$ cat src/rtl/mm_pkg.sv
// Shared types and helpers for the streaming matrix-multiply engine.
// Holds the FSM state encoding, index-width sizing and the saturation test.
package mm_pkg;

    typedef enum logic [2:0] {
        IDLE,
        LOAD_A,
        LOAD_B,
        MAC,
        EMIT,
        DONE
    } state_t;

    // Width of a field that must hold values 0..max_n inclusive.
    function automatic int idx_w(input int max_n);
        return $clog2(max_n + 1);
    endfunction

    // True when value does not fit in the low 'width' bits.
    function automatic logic exceeds(input logic [63:0] value, input int width);
        return (value >> width) != 64'd0;
    endfunction

endpackage

$ cat src/rtl/mm_mac.sv
// Single pipelined multiply-accumulate: one product register stage, then the
// accumulator, then narrowing of the accumulated value to the output width.
module mm_mac
    import mm_pkg::*;
#(
    parameter int DATA_W = 8,
    parameter int ACC_W  = 19,
    parameter bit SAT    = 1'b1
) (
    input  logic              clk,
    input  logic              rst_n,
    input  logic [DATA_W-1:0] i_a,
    input  logic [DATA_W-1:0] i_b,
    input  logic              i_prod_en,
    input  logic              i_acc_en,
    input  logic              i_acc_clr,
    output logic [DATA_W-1:0] o_data
);

    logic [2*DATA_W-1:0] r_prod;
    logic [ACC_W-1:0]    r_acc;
    logic [2*DATA_W-1:0] w_a_ext;
    logic [2*DATA_W-1:0] w_b_ext;
    logic                w_over;

    assign w_a_ext = {{DATA_W{1'b0}}, i_a};
    assign w_b_ext = {{DATA_W{1'b0}}, i_b};

    // NOTE: sequential state uses non-blocking assignments so every register
    // samples pre-edge values regardless of statement order.
    always_ff @(posedge clk or negedge rst_n) begin
        if (!rst_n) begin
            r_prod <= '0;
            r_acc  <= '0;
        end else begin
            if (i_prod_en)
                r_prod <= w_a_ext * w_b_ext;
            if (i_acc_en)
                r_acc <= i_acc_clr ? ACC_W'(r_prod) : r_acc + ACC_W'(r_prod);
        end
    end

    assign w_over = exceeds(64'(r_acc), DATA_W);
    assign o_data = (SAT && w_over) ? {DATA_W{1'b1}} : r_acc[DATA_W-1:0];

endmodule

$ cat src/rtl/mm_stream_engine.sv
// Streaming C = A x B engine: loads A then B row-major over a valid/ready
// input, computes each C element with one MAC and emits C row-major.
module mm_stream_engine
    import mm_pkg::*;
#(
    parameter int DATA_W = 8,
    parameter int MAX_N  = 8,
    parameter int ACC_W  = 2*DATA_W + $clog2(MAX_N),
    parameter bit SAT    = 1'b1
) (
    input  logic                       clk,
    input  logic                       rst_n,
    input  logic                       start,
    input  logic [idx_w(MAX_N)-1:0]    size,
    input  logic [DATA_W-1:0]          in_data,
    input  logic                       in_valid,
    output logic                       in_ready,
    output logic [DATA_W-1:0]          out_data,
    output logic                       out_valid,
    input  logic                       out_ready,
    output logic                       busy,
    output logic                       done,
    output logic                       err
);

    localparam int SZ_W  = idx_w(MAX_N);
    localparam int AW    = (MAX_N > 1) ? $clog2(MAX_N*MAX_N) : 1;
    localparam int DEPTH = MAX_N*MAX_N;

    state_t            r_state;
    state_t            w_next;
    logic [SZ_W-1:0]   r_n;
    logic [SZ_W-1:0]   r_i;
    logic [SZ_W-1:0]   r_j;
    logic [SZ_W-1:0]   r_k;
    logic              r_err;
    logic [DATA_W-1:0] r_mem_a [DEPTH];
    logic [DATA_W-1:0] r_mem_b [DEPTH];

    logic              w_size_ok;
    logic              w_last_j;
    logic              w_last_ij;
    logic [AW-1:0]     w_wr_addr;
    logic [AW-1:0]     w_rd_a;
    logic [AW-1:0]     w_rd_b;
    logic [DATA_W-1:0] w_mac_data;
    logic              w_prod_en;
    logic              w_acc_en;
    logic              w_acc_clr;

    assign w_size_ok = (size != '0) && (size <= SZ_W'(MAX_N));
    assign w_last_j  = (r_j == r_n - SZ_W'(1));
    assign w_last_ij = w_last_j && (r_i == r_n - SZ_W'(1));

    assign w_wr_addr = AW'(int'(r_i) * MAX_N + int'(r_j));
    assign w_rd_a    = AW'(int'(r_i) * MAX_N + int'(r_k));
    assign w_rd_b    = AW'(int'(r_k) * MAX_N + int'(r_j));

    // Products issue for k < N; accumulation trails by one cycle, so MAC
    // spends N+1 cycles per element and clears acc on the first product.
    assign w_prod_en = (r_state == MAC) && (r_k < r_n);
    assign w_acc_en  = (r_state == MAC) && (r_k != '0);
    assign w_acc_clr = (r_k == SZ_W'(1));

    always_ff @(posedge clk or negedge rst_n) begin
        if (!rst_n)
            r_state <= IDLE;
        else
            r_state <= w_next;
    end

    // NOTE: every output of this block gets a default first so no path
    // through the case statement can infer a latch.
    always_comb begin
        w_next    = r_state;
        in_ready  = 1'b0;
        out_valid = 1'b0;
        busy      = 1'b1;
        done      = 1'b0;
        out_data  = '0;
        case (r_state)
            IDLE: begin
                busy = 1'b0;
                if (start && w_size_ok)
                    w_next = LOAD_A;
            end
            LOAD_A: begin
                in_ready = 1'b1;
                if (in_valid && w_last_ij)
                    w_next = LOAD_B;
            end
            LOAD_B: begin
                in_ready = 1'b1;
                if (in_valid && w_last_ij)
                    w_next = MAC;
            end
            MAC: begin
                if (r_k == r_n)
                    w_next = EMIT;
            end
            EMIT: begin
                out_valid = 1'b1;
                out_data  = w_mac_data;
                if (out_ready)
                    w_next = w_last_ij ? DONE : MAC;
            end
            DONE: begin
                done   = 1'b1;
                w_next = IDLE;
            end
            default: w_next = IDLE;
        endcase
    end

    always_ff @(posedge clk or negedge rst_n) begin
        if (!rst_n) begin
            r_n   <= '0;
            r_i   <= '0;
            r_j   <= '0;
            r_k   <= '0;
            r_err <= 1'b0;
        end else begin
            r_err <= (r_state == IDLE) && start && !w_size_ok;
            case (r_state)
                IDLE: begin
                    if (start && w_size_ok) begin
                        r_n <= size;
                        r_i <= '0;
                        r_j <= '0;
                        r_k <= '0;
                    end
                end
                LOAD_A, LOAD_B, EMIT: begin
                    if ((r_state == EMIT) ? out_ready : in_valid) begin
                        if (w_last_j) begin
                            r_j <= '0;
                            r_i <= w_last_ij ? '0 : r_i + SZ_W'(1);
                        end else begin
                            r_j <= r_j + SZ_W'(1);
                        end
                    end
                end
                MAC: r_k <= (r_k == r_n) ? '0 : r_k + SZ_W'(1);
                default: ;
            endcase
        end
    end

    // NOTE: operand storage is deliberately left out of reset; every word is
    // rewritten by the load phase before the MAC can read it.
    always_ff @(posedge clk) begin
        if (in_valid && r_state == LOAD_A)
            r_mem_a[w_wr_addr] <= in_data;
        if (in_valid && r_state == LOAD_B)
            r_mem_b[w_wr_addr] <= in_data;
    end

    assign err = r_err;

    mm_mac #(
        .DATA_W (DATA_W),
        .ACC_W  (ACC_W),
        .SAT    (SAT)
    ) u_mac (
        .clk       (clk),
        .rst_n     (rst_n),
        .i_a       (r_mem_a[w_rd_a]),
        .i_b       (r_mem_b[w_rd_b]),
        .i_prod_en (w_prod_en),
        .i_acc_en  (w_acc_en),
        .i_acc_clr (w_acc_clr),
        .o_data    (w_mac_data)
    );

endmodule

$ cat config.mk
export PLATFORM = sky130hd
export DESIGN_NAME = mm_stream_engine
export DESIGN_NICKNAME = d
export VERILOG_FILES = /design/src/rtl/mm_pkg.sv /design/src/rtl/mm_mac.sv /design/src/rtl/mm_stream_engine.sv
export SDC_FILE = /design/constraint.sdc
export NUM_CORES = 1
export LEC_CHECK = 0
export ABC_AREA = 1
export ABC_CLOCK_PERIOD_IN_PS = 5200
export CAP_MARGIN = 30
export CORE_ASPECT_RATIO = 1.5
export CORE_MARGIN = 2
export CORE_UTILIZATION = 40
export CTS_BUF_LIST = sky130_fd_sc_hd__clkbuf_16
export DETAILED_ROUTE_END_ITERATION = 8
export GPL_TIMING_DRIVEN = 0
export MAX_ROUTING_LAYER = met4
export SLEW_MARGIN = 5
export SYNTH_ARGS = -nofsm -noshare
export SYNTH_HDL_FRONTEND = slang
export SYNTH_SLANG_ARGS = --single-unit
$ cat constraint.sdc
create_clock -name clk -period 5.2 [get_ports clk]
set_clock_uncertainty 0.2 [all_clocks]
set_input_delay 1.04 -clock clk [delete_from_list [all_inputs] [get_ports clk]]
set_output_delay 1.04 -clock clk [all_outputs]
set_load 0.1 [all_outputs]
==> reports/results.ini <==
[run_status]
status=complete, but fails checks
failed_checks=setup timing

[final_layout]
n_fill_cell=10400
area_growth_pct=23.2
drive_gt1_share_pct=21.4
layout.nets=4739

[global_route]
globalRouteOverflowTotal=0
grt_pass1_wl_um=243000
grt_usage_pct=29.2
grt_max_degree=77
grt_pass1_vias=34100
antenna_found_initial=2

[timing]
worstMarginPinSlew_ns=1.11
finalMaxSlewViolations=0
max_freq_mhz=174
finalHoldViolCount=0
post-route-period-util_pct=110
rsz0062_at_grt=true
relSlewSlack_pct=26.0
fin_crit_ns=5.73
postLayoutSetupSlackWorst_ns=-0.535
setup_viol_count_final=9

[yosys]
syn_avg_cell_area_um2=11.1
synth_top_area_share_pct=64.6
postSynthCellCount=4269
netlist_top_cells_area=edfxtp_1 65%, nand2_1 11%, nand3_1 6.0%
netlist_area_mm2=0.0476
ys_warn_count=0
syn_nets=4391
synth_cell_types=49
yosys_register_bits=1079
synth_largest_area_cell=edfxtp_1
ys_seq_area_share_pct=67.5

[clocking]
clockBufferDepth=3
cts-root-buf=clkbuf_16
clk_pin_slew_worst_paths_ns=0.06
cts_tree=built
numCtsBuffers=101
htree_levels=3
clock_latency_ns=0.75
ctsHoldBuffers=0
clock_sinks=1079

[detailed_routing]
drc_errors=0
antenna_left=0
routed_wirelength_um=176000
first_iter_violations=4045
vias=35700
routedWlPerCell_um=28.0
drtPass1Iterations=5
viasPerCell=5.69

[min_path]
hold_path_class=in -> async

[placement]
dpl.hpwl_um=120000
pre_cts_ws_ns=-1.62
gp_congestion=1.07
placement.io_buffers=29

[critical_path]
start_kind=flop
cp_common_cell=nand2_2
critPathKind=reg -> reg
endpoint=u_mac.r_prod[13]$_DFFE_PN0P_
cp-end-kind=flop
reg2reg_depth=31
cp.required_ns=5.63
slowest_stage=fa_1
reg2reg_slack_ns=-0.53
max_stage_delay_ns=0.53
r2r_end=u_mac.r_prod[13]$_DFFE_PN0P_
r2r_start=r_k[0]$_DFFE_PN0P_
startpoint=r_k[0]$_DFFE_PN0P_
arrival_ns=6.17
critPathMaxFanout=10

[die]
dieArea_mm2=0.122
die_x_um=286
rows=155
io_pins=30
core-area_mm2=0.118
die_h_um=426
start_util_pct=40.2

[job]
drv_cap=0

## worst min path at each step
stage / startpoint / endpoint / slack [ns] / cells after the start
CTS: rst_n / r_i[1]$_DFFE_PN0P_ / 0.21 / 1
floorplan: r_n[1]$_DFFE_PN0P_ / r_n[1]$_DFFE_PN0P_ / 0.25 / 2
global placement: r_n[1]$_DFFE_PN0P_ / r_n[1]$_DFFE_PN0P_ / 0.27 / 2
detailed placement: r_n[1]$_DFFE_PN0P_ / r_n[1]$_DFFE_PN0P_ / 0.29 / 2
global route: rst_n / u_mac.r_acc[8]$_DFFE_PN0P_ / 0.25 / 1
finish: rst_n / u_mac.r_acc[8]$_DFFE_PN0P_ / 0.19 / 1
## metal layers
| metal | global-route usage, % | part of all wire, % | up-vias |
|---|---|---|---|
| met4 | 23.2 | 10 | 0 |
| li1 | - | - | 15500 |
| met5 | - | 0 | - |
| met1 | 31.0 | 33 | 17400 |
| met2 | 48.3 | 49 | 2001 |
| met3 | 4.88 | 8.2 | 727 |
## layout by cell type (no fill, tap or decap), types with 28 or more instances in the layout
cell type,instances
nand2_1,1332
edfxtp_1,1024
nand3_1,476
a21oi_1,170
buf_4,158
inv_1,149
nor2_1,130
nor3_2,126
buf_6,111
clkbuf_16,110
nand3_2,89
ha_1,60
nand2_2,59
buf_12,54
o21ai_0,53
dfrtp_1,50
buf_2,34
fa_1,34
nand4_1,33
clkinv_1,28
## cells by family (layout without fill, tap and decap cells)
logic type      Yosys count  after routing  share of synthesized area (%)
buf+inv                 408            840                           4.22
xor+xnor                 24             24                          0.457
simple gates           2338           2338                           21.0
compound gates          315            315                           3.48
flops                  1079           1079                           67.5
fa+ha+maj               105            105                           3.34
other cells               0              2                              0
## area by class of cell
class,instances,area [um^2],area share (%)
Inverter,173,764,1.30
Antenna cell,2,5.00,0.00854
Sequential cell,1079,32100,54.8
Tap cell,1570,1960,3.35
Clock buffer,102,2550,4.35
Multi-Input combinational cell,2782,15300,26.1
Timing Repair Buffer,247,2700,4.60
Timing Repair inverter,2,25.0,0.0427
Buffer,231,2440,4.16
Clock inverter,85,738,1.26
## timing repair
item | CTS | global route
setup buffers | 65 | 32
pin swaps | 78 | 103
gates cloned | 3 | 9
resized for setup | 469 | 236
setup endpoints to repair | 12 | 10
## per-stage QoR
step	cell area (um^2)	hold WS, ns	TNS, ns	utilization, %	cells
6_report	58600	0.189	-4.14	49.5	6273
5_1_grt	58600	0.254	-5.39	49.5	6273
2_1_floorplan	47600	0.253	0	-	4269
3_5_place_dp	51700	0.287	-14.66	43.6	5979
3_3_place_gp	49900	0.272	-1070.12	42.1	5868
4_1_cts	57200	0.205	-2.92	48.3	6231
## synthesized netlist by cell type, drive strengths merged
cell / instances
clkbuf: 52
a21o: 3
xnor2: 6
o211ai: 17
nand3: 576
clkinv: 3
and3: 7
nand2: 1413
nand4: 33
o21ai: 91
or2: 4
a211oi: 1
nor3: 145
nand3b: 4
fa: 37
buf: 183
o21bai: 1
a31oi: 2
o21a: 2
nor2: 152
dfrtp: 55
edfxtp: 1024
a21oi: 194
nor4: 2
a22oi: 3
xor2: 18
ha: 68
nor3b: 2
o22ai: 1
inv: 170
## worst max-delay path, delay by kind of cell, from the launching register on
family	cells	cell delay, ns
buf+inv	10	1.18
flops	1	0.45
fa+ha+maj	5	2.28
simple gates	14	1.23
compound gates	2	0.27
## flip-flops by register name, summed over array words and instances (netlist names)
name,count
r_n,4
r_mem_a,512
u_mac.r_acc,19
r_i,4
u_mac.r_prod,16
r_j,4
r_mem_b,512
err,1
r_state,3
r_k,4
Power is not shown: default switching activity piles up to over one toggle a cycle in this logic, so the estimate is an artifact.
